File: src/rtl/force_ring_injector_pkg.sv
// Shared types for the force output ring.
// Contents: particle/cell widths, float_data_t, force_packet_t, cell_offset_t,
//   injector FSM state type and wrap_coord(), the periodic-boundary coordinate helper
//   also used by the position ring.
package force_ring_injector_pkg;

    localparam int unsigned PARTICLE_ID_WIDTH = 8;
    localparam int unsigned CELL_COORD_WIDTH  = 2;
    localparam int unsigned NUM_CELLS         = 27;

    typedef struct packed {
        logic [31:0] x;
        logic [31:0] y;
        logic [31:0] z;
    } float_data_t;

    typedef logic [3*CELL_COORD_WIDTH-1:0] cell_id_t;

    typedef struct packed {
        float_data_t                  f;
        cell_id_t                     cid;
        logic [PARTICLE_ID_WIDTH-1:0] parid;
    } force_packet_t;

    // Per-axis 2b two's complement: 00=0, 01=+1, 11=-1, 10=illegal.
    typedef struct packed {
        logic [CELL_COORD_WIDTH-1:0] dx;
        logic [CELL_COORD_WIDTH-1:0] dy;
        logic [CELL_COORD_WIDTH-1:0] dz;
    } cell_offset_t;

    typedef enum logic [1:0] {
        StDone  = 2'd0,
        StRun   = 2'd1,
        StDrain = 2'd2
    } inj_state_e;

    // 1-based coordinate plus a -1/0/+1 step, wrapped periodically over 1..cell_dim.
    function automatic logic [CELL_COORD_WIDTH-1:0] wrap_coord(
        input logic [CELL_COORD_WIDTH-1:0] coord,
        input logic [CELL_COORD_WIDTH-1:0] delta,
        input int                          cell_dim
    );
        int c;
        c = int'(coord) + int'($signed(delta));
        if (c == 0) begin
            c = cell_dim;
        end else if (c == cell_dim + 1) begin
            c = 1;
        end
        return c[CELL_COORD_WIDTH-1:0];
    endfunction

endpackage

File: src/rtl/force_ring_inj_fifo.sv
// Synchronous first-word-fall-through FIFO of force_packet_t.
// Ports:
//   clk, rst (async active-low)
//   push, wdata        write one entry
//   pop                consume the head entry
//   rdata              head entry, valid whenever count != 0
//   count              occupancy, 0..DEPTH
// The caller never pushes when full nor pops when empty.
module force_ring_inj_fifo
    import force_ring_injector_pkg::*;
#(
    parameter int unsigned DEPTH = 16
) (
    input  logic                     clk,
    input  logic                     rst,
    input  logic                     push,
    input  force_packet_t            wdata,
    input  logic                     pop,
    output force_packet_t            rdata,
    output logic [$clog2(DEPTH):0]   count
);

    localparam int unsigned PtrW = $clog2(DEPTH);

    force_packet_t           mem [DEPTH];
    logic [PtrW-1:0]         wr_ptr_q, rd_ptr_q;
    logic [PtrW:0]           count_q;

    // Storage carries no reset; only pointers and occupancy define contents.
    always_ff @(posedge clk) begin
        if (push) begin
            mem[wr_ptr_q] <= wdata;
        end
    end

    always_ff @(posedge clk or negedge rst) begin
        if (!rst) begin
            wr_ptr_q <= '0;
            rd_ptr_q <= '0;
            count_q  <= '0;
        end else begin
            if (push) begin
                wr_ptr_q <= wr_ptr_q + 1'b1;
            end
            if (pop) begin
                rd_ptr_q <= rd_ptr_q + 1'b1;
            end
            if (push && !pop) begin
                count_q <= count_q + 1'b1;
            end else if (pop && !push) begin
                count_q <= count_q - 1'b1;
            end
        end
    end

    assign rdata = mem[rd_ptr_q];
    assign count = count_q;

endmodule

File: src/rtl/force_ring_injector.sv
// Transmit end of the force output ring, one per cell.
// Resolves each neighbour force's relative cell offset into an absolute destination cid,
// buffers the packets and injects them into the ring under backpressure. A RUN/DRAIN/DONE
// FSM tells the controller when every accepted force has left the cell.
// Ports:
//   clk, rst                 clock, async active-low reset
//   i_home_cid               this cell {x,y,z}, static after reset
//   i_frc/_parid/_offset     neighbour force beat; i_frc_valid / o_frc_ready handshake
//   i_ring_ready             ring accepts o_nb_force this cycle
//   o_nb_force(_valid)       packet to ring, held stable while stalled
//   i_start, i_flush         timestep begin / evaluator finished
//   o_done                   high only in DONE (including straight out of reset)
//   o_err_offset             sticky illegal-offset flag, cleared by reset or i_start
// Build option: define FORCE_RING_INJ_STATS_EN to add saturating o_stat_sent,
//   o_stat_dropped and o_stat_stall counters (cleared on reset and i_start).
module force_ring_injector
    import force_ring_injector_pkg::*;
#(
    parameter int unsigned FIFO_DEPTH = 16,
    parameter int unsigned CELL_DIM   = 3
) (
    input  logic                         clk,
    input  logic                         rst,
    input  logic [5:0]                   i_home_cid,
    input  float_data_t                  i_frc,
    input  logic [PARTICLE_ID_WIDTH-1:0] i_frc_parid,
    input  logic [5:0]                   i_frc_offset,
    input  logic                         i_frc_valid,
    output logic                         o_frc_ready,
    input  logic                         i_ring_ready,
    output force_packet_t                o_nb_force,
    output logic                         o_nb_force_valid,
    input  logic                         i_start,
    input  logic                         i_flush,
    output logic                         o_done,
    output logic                         o_err_offset
`ifdef FORCE_RING_INJ_STATS_EN
    ,
    output logic [15:0]                  o_stat_sent,
    output logic [15:0]                  o_stat_dropped,
    output logic [15:0]                  o_stat_stall
`endif
);

    localparam int unsigned CntW = $clog2(FIFO_DEPTH) + 1;

    inj_state_e      state_q, state_d;
    logic            ready_q, ready_d;
    logic            s1_valid_q, s1_valid_d;
    force_packet_t   s1_pkt_q, s1_pkt_d;
    logic            out_valid_q, out_valid_d;
    force_packet_t   out_pkt_q, out_pkt_d;
    logic            err_q, err_d;

    logic            accept, start_acc;
    cell_offset_t    off;
    logic            off_illegal, off_home;
    logic            out_free, fifo_empty, bypass, push, pop;
    logic [CntW-1:0] fifo_count, count_next;
    force_packet_t   fifo_head;

    force_ring_inj_fifo #(
        .DEPTH (FIFO_DEPTH)
    ) u_fifo (
        .clk   (clk),
        .rst   (rst),
        .push  (push),
        .wdata (s1_pkt_q),
        .pop   (pop),
        .rdata (fifo_head),
        .count (fifo_count)
    );

    always_comb begin
        accept      = i_frc_valid && ready_q;
        start_acc   = i_start && (state_q == StDone);
        off         = cell_offset_t'(i_frc_offset);
        off_illegal = (off.dx == 2'b10) || (off.dy == 2'b10) || (off.dz == 2'b10);
        off_home    = (off == '0);

        // Stage 1: resolve destination cid; home and illegal offsets never reach the buffer.
        s1_valid_d = accept && !off_illegal && !off_home;
        s1_pkt_d   = s1_pkt_q;
        if (accept) begin
            s1_pkt_d.f     = i_frc;
            s1_pkt_d.parid = i_frc_parid;
            s1_pkt_d.cid   = {wrap_coord(i_home_cid[5:4], off.dx, int'(CELL_DIM)),
                              wrap_coord(i_home_cid[3:2], off.dy, int'(CELL_DIM)),
                              wrap_coord(i_home_cid[1:0], off.dz, int'(CELL_DIM))};
        end

        // Stage 2: the out reg takes the FIFO head, or stage 1 directly when the FIFO is
        // empty. The bypass gives two-cycle latency without breaking order.
        fifo_empty  = (fifo_count == '0);
        out_free    = !out_valid_q || i_ring_ready;
        pop         = out_free && !fifo_empty;
        bypass      = out_free && fifo_empty && s1_valid_q;
        push        = s1_valid_q && !bypass;
        out_valid_d = out_valid_q;
        out_pkt_d   = out_pkt_q;
        if (out_free) begin
            out_valid_d = !fifo_empty || s1_valid_q;
            if (!fifo_empty) begin
                out_pkt_d = fifo_head;
            end else if (s1_valid_q) begin
                out_pkt_d = s1_pkt_q;
            end
        end

        count_next = fifo_count;
        if (push && !pop) begin
            count_next = fifo_count + 1'b1;
        end else if (pop && !push) begin
            count_next = fifo_count - 1'b1;
        end

        state_d = state_q;
        unique case (state_q)
            StDone:  if (i_start) state_d = StRun;
            StRun:   if (i_flush) state_d = StDrain;
            StDrain: begin
                // Everything empties at this edge: stage 1, FIFO and the out reg.
                if (!accept && !s1_valid_q && fifo_empty && out_free) begin
                    state_d = StDone;
                end
            end
            default: state_d = StDone;
        endcase

        // Registered ready, computed from next-state values so it never depends
        // combinationally on i_ring_ready at the output.
        ready_d = (state_d != StDone) &&
                  ((32'(count_next) + 32'(s1_valid_d)) < FIFO_DEPTH);

        err_d = err_q;
        if (start_acc) begin
            err_d = 1'b0;
        end else if (accept && off_illegal) begin
            err_d = 1'b1;
        end
    end

    always_ff @(posedge clk or negedge rst) begin
        if (!rst) begin
            state_q     <= StDone;
            ready_q     <= 1'b0;
            s1_valid_q  <= 1'b0;
            s1_pkt_q    <= '0;
            out_valid_q <= 1'b0;
            out_pkt_q   <= '0;
            err_q       <= 1'b0;
        end else begin
            state_q     <= state_d;
            ready_q     <= ready_d;
            s1_valid_q  <= s1_valid_d;
            s1_pkt_q    <= s1_pkt_d;
            out_valid_q <= out_valid_d;
            out_pkt_q   <= out_pkt_d;
            err_q       <= err_d;
        end
    end

    assign o_frc_ready      = ready_q;
    assign o_nb_force       = out_pkt_q;
    assign o_nb_force_valid = out_valid_q;
    assign o_done           = (state_q == StDone);
    assign o_err_offset     = err_q;

`ifdef FORCE_RING_INJ_STATS_EN
    logic [15:0] sent_q, dropped_q, stall_q;

    always_ff @(posedge clk or negedge rst) begin
        if (!rst) begin
            sent_q    <= '0;
            dropped_q <= '0;
            stall_q   <= '0;
        end else if (start_acc) begin
            sent_q    <= '0;
            dropped_q <= '0;
            stall_q   <= '0;
        end else begin
            if (out_valid_q && i_ring_ready && (sent_q != 16'hFFFF)) begin
                sent_q <= sent_q + 16'd1;
            end
            if (accept && (off_illegal || off_home) && (dropped_q != 16'hFFFF)) begin
                dropped_q <= dropped_q + 16'd1;
            end
            if (out_valid_q && !i_ring_ready && (stall_q != 16'hFFFF)) begin
                stall_q <= stall_q + 16'd1;
            end
        end
    end

    assign o_stat_sent    = sent_q;
    assign o_stat_dropped = dropped_q;
    assign o_stat_stall   = stall_q;
`endif

endmodule

File: config.mk
export PLATFORM = sky130hd
export DESIGN_NAME = force_ring_injector
export DESIGN_NICKNAME = d
export VERILOG_FILES = /design/src/rtl/force_ring_injector_pkg.sv /design/src/rtl/force_ring_inj_fifo.sv /design/src/rtl/force_ring_injector.sv
export SDC_FILE = /design/constraint.sdc
export NUM_CORES = 2
export LEC_CHECK = 0
export CAP_MARGIN = 20
export CORE_MARGIN = 2
export CORE_UTILIZATION = 45
export CTS_CLUSTER_DIAMETER = 150
export DETAILED_ROUTE_END_ITERATION = 7
export HOLD_SLACK_MARGIN = 0.15
export PLACE_DENSITY = 0.61
export SETUP_SLACK_MARGIN = 0.4
export SLEW_MARGIN = 0
export SYNTH_ARGS = -nofsm -noshare
export SYNTH_HDL_FRONTEND = slang
export SYNTH_SLANG_ARGS = --single-unit
File: constraint.sdc
create_clock -name clk -period 12.8 [get_ports clk]
set_clock_uncertainty 0.2 [all_clocks]
set_input_delay 2.56 -clock clk [delete_from_list [all_inputs] [get_ports clk]]
set_output_delay 2.56 -clock clk [all_outputs]
set_load 0.05 [all_outputs]
* After elaboration in Yosys (flattened, before gate mapping)
Memories as Yosys holds them, arrays and structs flattened. Cells that the tools add are included.
Word-level totals: RAM bits 1760, register bits after elaboration 239, output and inout bits 114, word-level logic and storage cells 92, input bits 122, memories 1
Memory list:
- u_fifo.mem | words 16, width 110, rd ports 1, clocked after Yosys merged registers in 0, write ports 1, line force_ring_inj_fifo.sv:25 | force_packet_t mem [DEPTH];
Cells by class: add/subtract/negate cells 8, equal/unequal tests 9, mux-type cells 18, reductions and logical operators 37, magnitude comparators 1
Operators by type and width (number):
- 2-to-1 mux 110 bit | 2
- zero test 32 bit | 3
- 2-to-1 mux 2 bit | 9
- logical AND 1 bit | 15
- adder 3 x 2 -> 4 bit | 3
- equality test 4 bit (second input constant) | 3
- 2-to-1 mux 5 bit | 2
- zero test 1 bit | 9
- adder 4 x 1 -> 4 bit (second input constant) | 2
- equality test 2 bit (second input constant) | 4
- adder 5 x 1 -> 6 bit | 1
- zero test 6 bit | 1
- less-than comparator 6 x 5 -> 1 bit (second input constant) | 1
- one-hot mux 2 bit (3 select lines) | 1
- adder 5 x 1 -> 5 bit (second input constant) | 1
- zero test 5 bit | 1
- subtractor 5 x 1 -> 5 bit (second input constant) | 1
- logical OR 1 bit | 4
- 2-to-1 mux 1 bit | 4
- nonzero test 2 bit | 2
- equality test 2 x 1 -> 1 bit (second input constant) | 1
- zero test 2 bit | 1
- inequality test 2 bit (second input constant) | 1
- AND reduction 2 bit | 1

* Longest topological paths before layout
depth in word-level cells 13, depth in mapped cells 10, mapped depth without buffers 7

* Cells and area by module
A second synthesis with hierarchy kept.
Unflattened totals: cell total of the unflattened synthesis 3583, area total of the unflattened synthesis 76613.5 µm²
By module, submodules not included:
- force_ring_inj_fifo | sequential area each 53176.0 µm², cells an instance 2772, times used 1, area each 66528.8 µm²
- force_ring_injector | sequential area each 5655.4 µm², cells an instance 811, times used 1, area each 10084.7 µm²

* Least setup slack after synthesis
Ideal clock, no wire load.
kind input to register, from input i_ring_ready, to memory u_fifo.mem[3][0] (netlist name) (enable), stages on the path 5, data arrival time 11003 ps, data required time 11887 ps, buffers on the path 1, setup time 713 ps, path slack 884 ps, path through nand2b_1 clkbuf_1 a21oi_1 nand2_1 nor3_1
On the way: longest elaborated chain between the ends 7
Ends and longest elaborated chain:
- from (decl) | line force_ring_injector.sv:30 | input logic i_ring_ready,
- logical OR 1 bit | line force_ring_injector.sv:95 | out_free = !out_valid_q || i_ring_ready;
- logical AND 1 bit (2 in a row) | line force_ring_injector.sv:97 | bypass = out_free && fifo_empty && s1_valid_q;
- zero test 1 bit | line force_ring_injector.sv:98 | push = s1_valid_q && !bypass;
- logical AND 1 bit | line force_ring_injector.sv:98
- 2-to-1 mux 1 bit | line force_ring_inj_fifo.sv:31 | if (push) begin
- 2-to-1 mux 1 bit (not written as such) | line force_ring_inj_fifo.sv:32 | mem[wr_ptr_q] <= wdata;
- to (decl) | line force_ring_inj_fifo.sv:25
No other way between the ends.

* Final worst setup path
from input i_ring_ready, to memory u_fifo.mem[6][100] (netlist name) (enable)
Same word-level chain as after synthesis.

==> out/metrics.cfg <==
[detailed_routing]
finalWirelength_um = 175000
vias = 35900
final_antenna_net_count = 0
drtIter0Drc = 3076
via_per_inst = 5.83
drc = 0
wl_per_cell_um = 28.4
dr.pass1.iters = 5

[timing]
rsz0062_at_grt = false
fmaxAchievable_ghz = 0.172
final.setup.worst_slack_ns = 6.97
min_period_ns = 5.83
setup_viol = 0
final_max_slew_viol_count = 0
maxSlewHeadroom_pct = 22.0
final_min_period_over_clock_period_pct = 45.5
tightest_slew_ns = 1.17
finalHoldViolCount = 0
fin_setup_tns_ns = 0

[synthesis]
syn_nets = 3593
ys_async_sr_fraction_pct = 12.0
synthFlopType = edfxtp_1
synth.avg_cell_area_um2 = 22.2
synth_area_mm2 = 0.0766
synthesis.instances = 3452
synth_edf_count = 1760
synth_cell_types = 46
synth_top_area_share_pct = 69.0
synth_seq_cells = 1999
synth_top_area_cell = edfxtp_1
yosysSeqAreaShare_pct = 76.9
yosysWarnings = 0
synth_top_cells_by_area = edfxtp_1 (69%), mux4_2 (13%), dfrtp_1 (7.8%)

[clocking]
numCtsBuffers = 198
cts_tree = built
clock-sinks = 1999
holdBufCountCts = 0
cts_resized = 0
clk_pin_slew_ns = 0.06
post_cts_buffers = 0
cts_root_buffer = clkbuf_16
clk_latency_ns = 0.83
htreeDepth = 4
clock_path_buffers = 3

[power_and_ir_drop]
power_switching_mw = 6.73
power_density_mw_per_mm2 = 237
p_leak_nw = 28.1
clockPowerShare_pct = 27.6
p_int_mw = 14.1
finalPower_mw = 20.9
seqPwrFrac_pct = 45.6
peakVddDrop_mv = 0.194
pwr-share-comb_pct = 26.8
p_sw_share_pct = 32.3

[floorplanning]
rows = 151
die_w_um = 416
io-pin-count = 236
initial_core_util_pct = 45.3
dieArea_mm2 = 0.173
core_mm2 = 0.169
die_h_um = 416

[setup_path]
worst-r2r-setup-slack_ns = 8.23
crit_arrival_ns = 6.06
crit_required_ns = 13.03
timing.critical_path.mode_cell = buf_4
crit_slowest_cell = buf_4
start_kind = primary input
cp_max_fo = 57
worstPathCellList = clkdlybuf4s50_1 > nand2b_1 > a21oi_1 > buf_4 > nand2_1 > nor2_4 > buf_4
end_kind = flop
cpPeakStageDelay_ns = 0.91
crit_type = primary input to flop

[global_routing]
antenna_found_initial = 1
overflow = 0
grt_pass1_vias = 37700
grt_pass1_wl_um = 258000
grtUsageTotal_pct = 20.3
grt_max_degree = 126

[finish]
nets = 3900
layout_common_cells = edfxtp_1 (1760), mux4_2 (440), dfrtp_1 (236), clkdlybuf4s50_1 (234), clkbuf_16 (203)
final_common_cell = edfxtp_1
area_growth_pct = 15.0
stdcell_count = 6154
drive_gt1_share_pct = 26.2

[placement]
portBuffers = 235
place_congestion = 0.733
post-place-ws_ns = 6.06
hpwl_um = 93600
placedCellCount = 5776

[run]
maxCapViolations = 0

[min_path]
hold_class = flop to flop

[run_status]
status = finished, final reports clean

[cell families after synthesis]
| kind of cell | count (synthesis) | synth area share (%) |
|---|---|---|
| compound gates | 475 | 4.89 |
| xor+xnor | 13 | 0.149 |
| fa+ha+maj | 19 | 0.340 |
| buf+inv | 219 | 1.32 |
| flops | 1999 | 76.9 |
| mux | 658 | 16.0 |
| simple gates | 69 | 0.476 |
[cells in the mapped netlist, drive strengths merged, types with 18 or more instances]
cell       n
a21oi    121
a22oi    111
buf      103
clkbuf    99
dfrtp    239
edfxtp  1760
mux2     106
mux2i    112
mux4     440
nand2     18
nor2      18
o211ai   112
o21a     113
[cell type report]
class,instances,area (µm²)
Antenna cell,2,5.00
Clock buffer,288,5620
Clock inverter,87,901
Fill cell,13000,81000
Inverter,17,63.8
Multi-Input combinational cell,1234,16900
Sequential cell,1999,58800
Tap cell,2218,2780
Timing Repair Buffer,309,3010
[sequential cells by signal, summed over array words and instances, names as in the netlist]
| name | count |
|---|---|
| o_err_offset | 1 |
| s1_valid_q | 1 |
| s1_pkt_q | 110 |
| u_fifo.wr_ptr_q | 4 |
| state_q | 2 |
| o_nb_force | 110 |
| o_nb_force_valid | 1 |
| u_fifo.mem | 1760 |
| u_fifo.rd_ptr_q | 4 |
| u_fifo.count | 5 |
| o_frc_ready | 1 |
[through the flow]
stage	hold slack, ns	instance area [µm²]	util [%]
finish	0.287	88100	52.1
global route	0.307	88100	52.1
CTS	0.291	88000	52.1
detailed placement	0.279	81500	48.2
global placement	0.274	81500	48.2
floorplan	0.270	76600	-
[critical path, delay by kind of cell]
kind	cells	cell delay (ns)
buf+inv	3	1.56
simple gates	3	1.49
compound gates	1	0.28
[metal layers]
metal / up-vias / part of all wire [%] / global-route usage, % / wire (µm)
li1: 15100 / - / - / -
met4: 0 / 2.3 / 5.55 / 4040
met1: 19500 / 42 / 27.6 / 73000
met5: - / 0 / 0 / 0
met2: 1018 / 51 / 34.3 / 89400
met3: 229 / 4.9 / 3.12 / 8590
[power by group through the flow]
stage                     clock, mW  combinational, mW  sequential (mW)
after floorplan                   0               3.57             9.69
after global placement            0               5.65             9.65
after detailed placement          0               5.68             9.69
after CTS                      5.88               5.70             9.55
after global routing           6.12               5.95             9.66
final                          5.76               5.59             9.53
[worst paths after layout]
check	from	end	cells past startpoint
setup reg to reg	u_fifo.count[0]$_DFF_PN0_	u_fifo.mem[6][100]$_DFFE_PP_	9
min in group asynchronous	rst	s1_pkt_q[88]$_DFFE_PN0P_	1
max in group asynchronous	rst	s1_pkt_q[38]$_DFFE_PN0P_	4
hold reg to reg	o_nb_force[102]$_DFFE_PN0P_	o_nb_force[102]$_DFFE_PN0P_	1
setup / recovery	i_ring_ready	u_fifo.mem[6][100]$_DFFE_PP_	7
hold / removal	o_nb_force[102]$_DFFE_PN0P_	o_nb_force[102]$_DFFE_PN0P_	1
No activity file was read; power rests on OpenSTA's default activity.
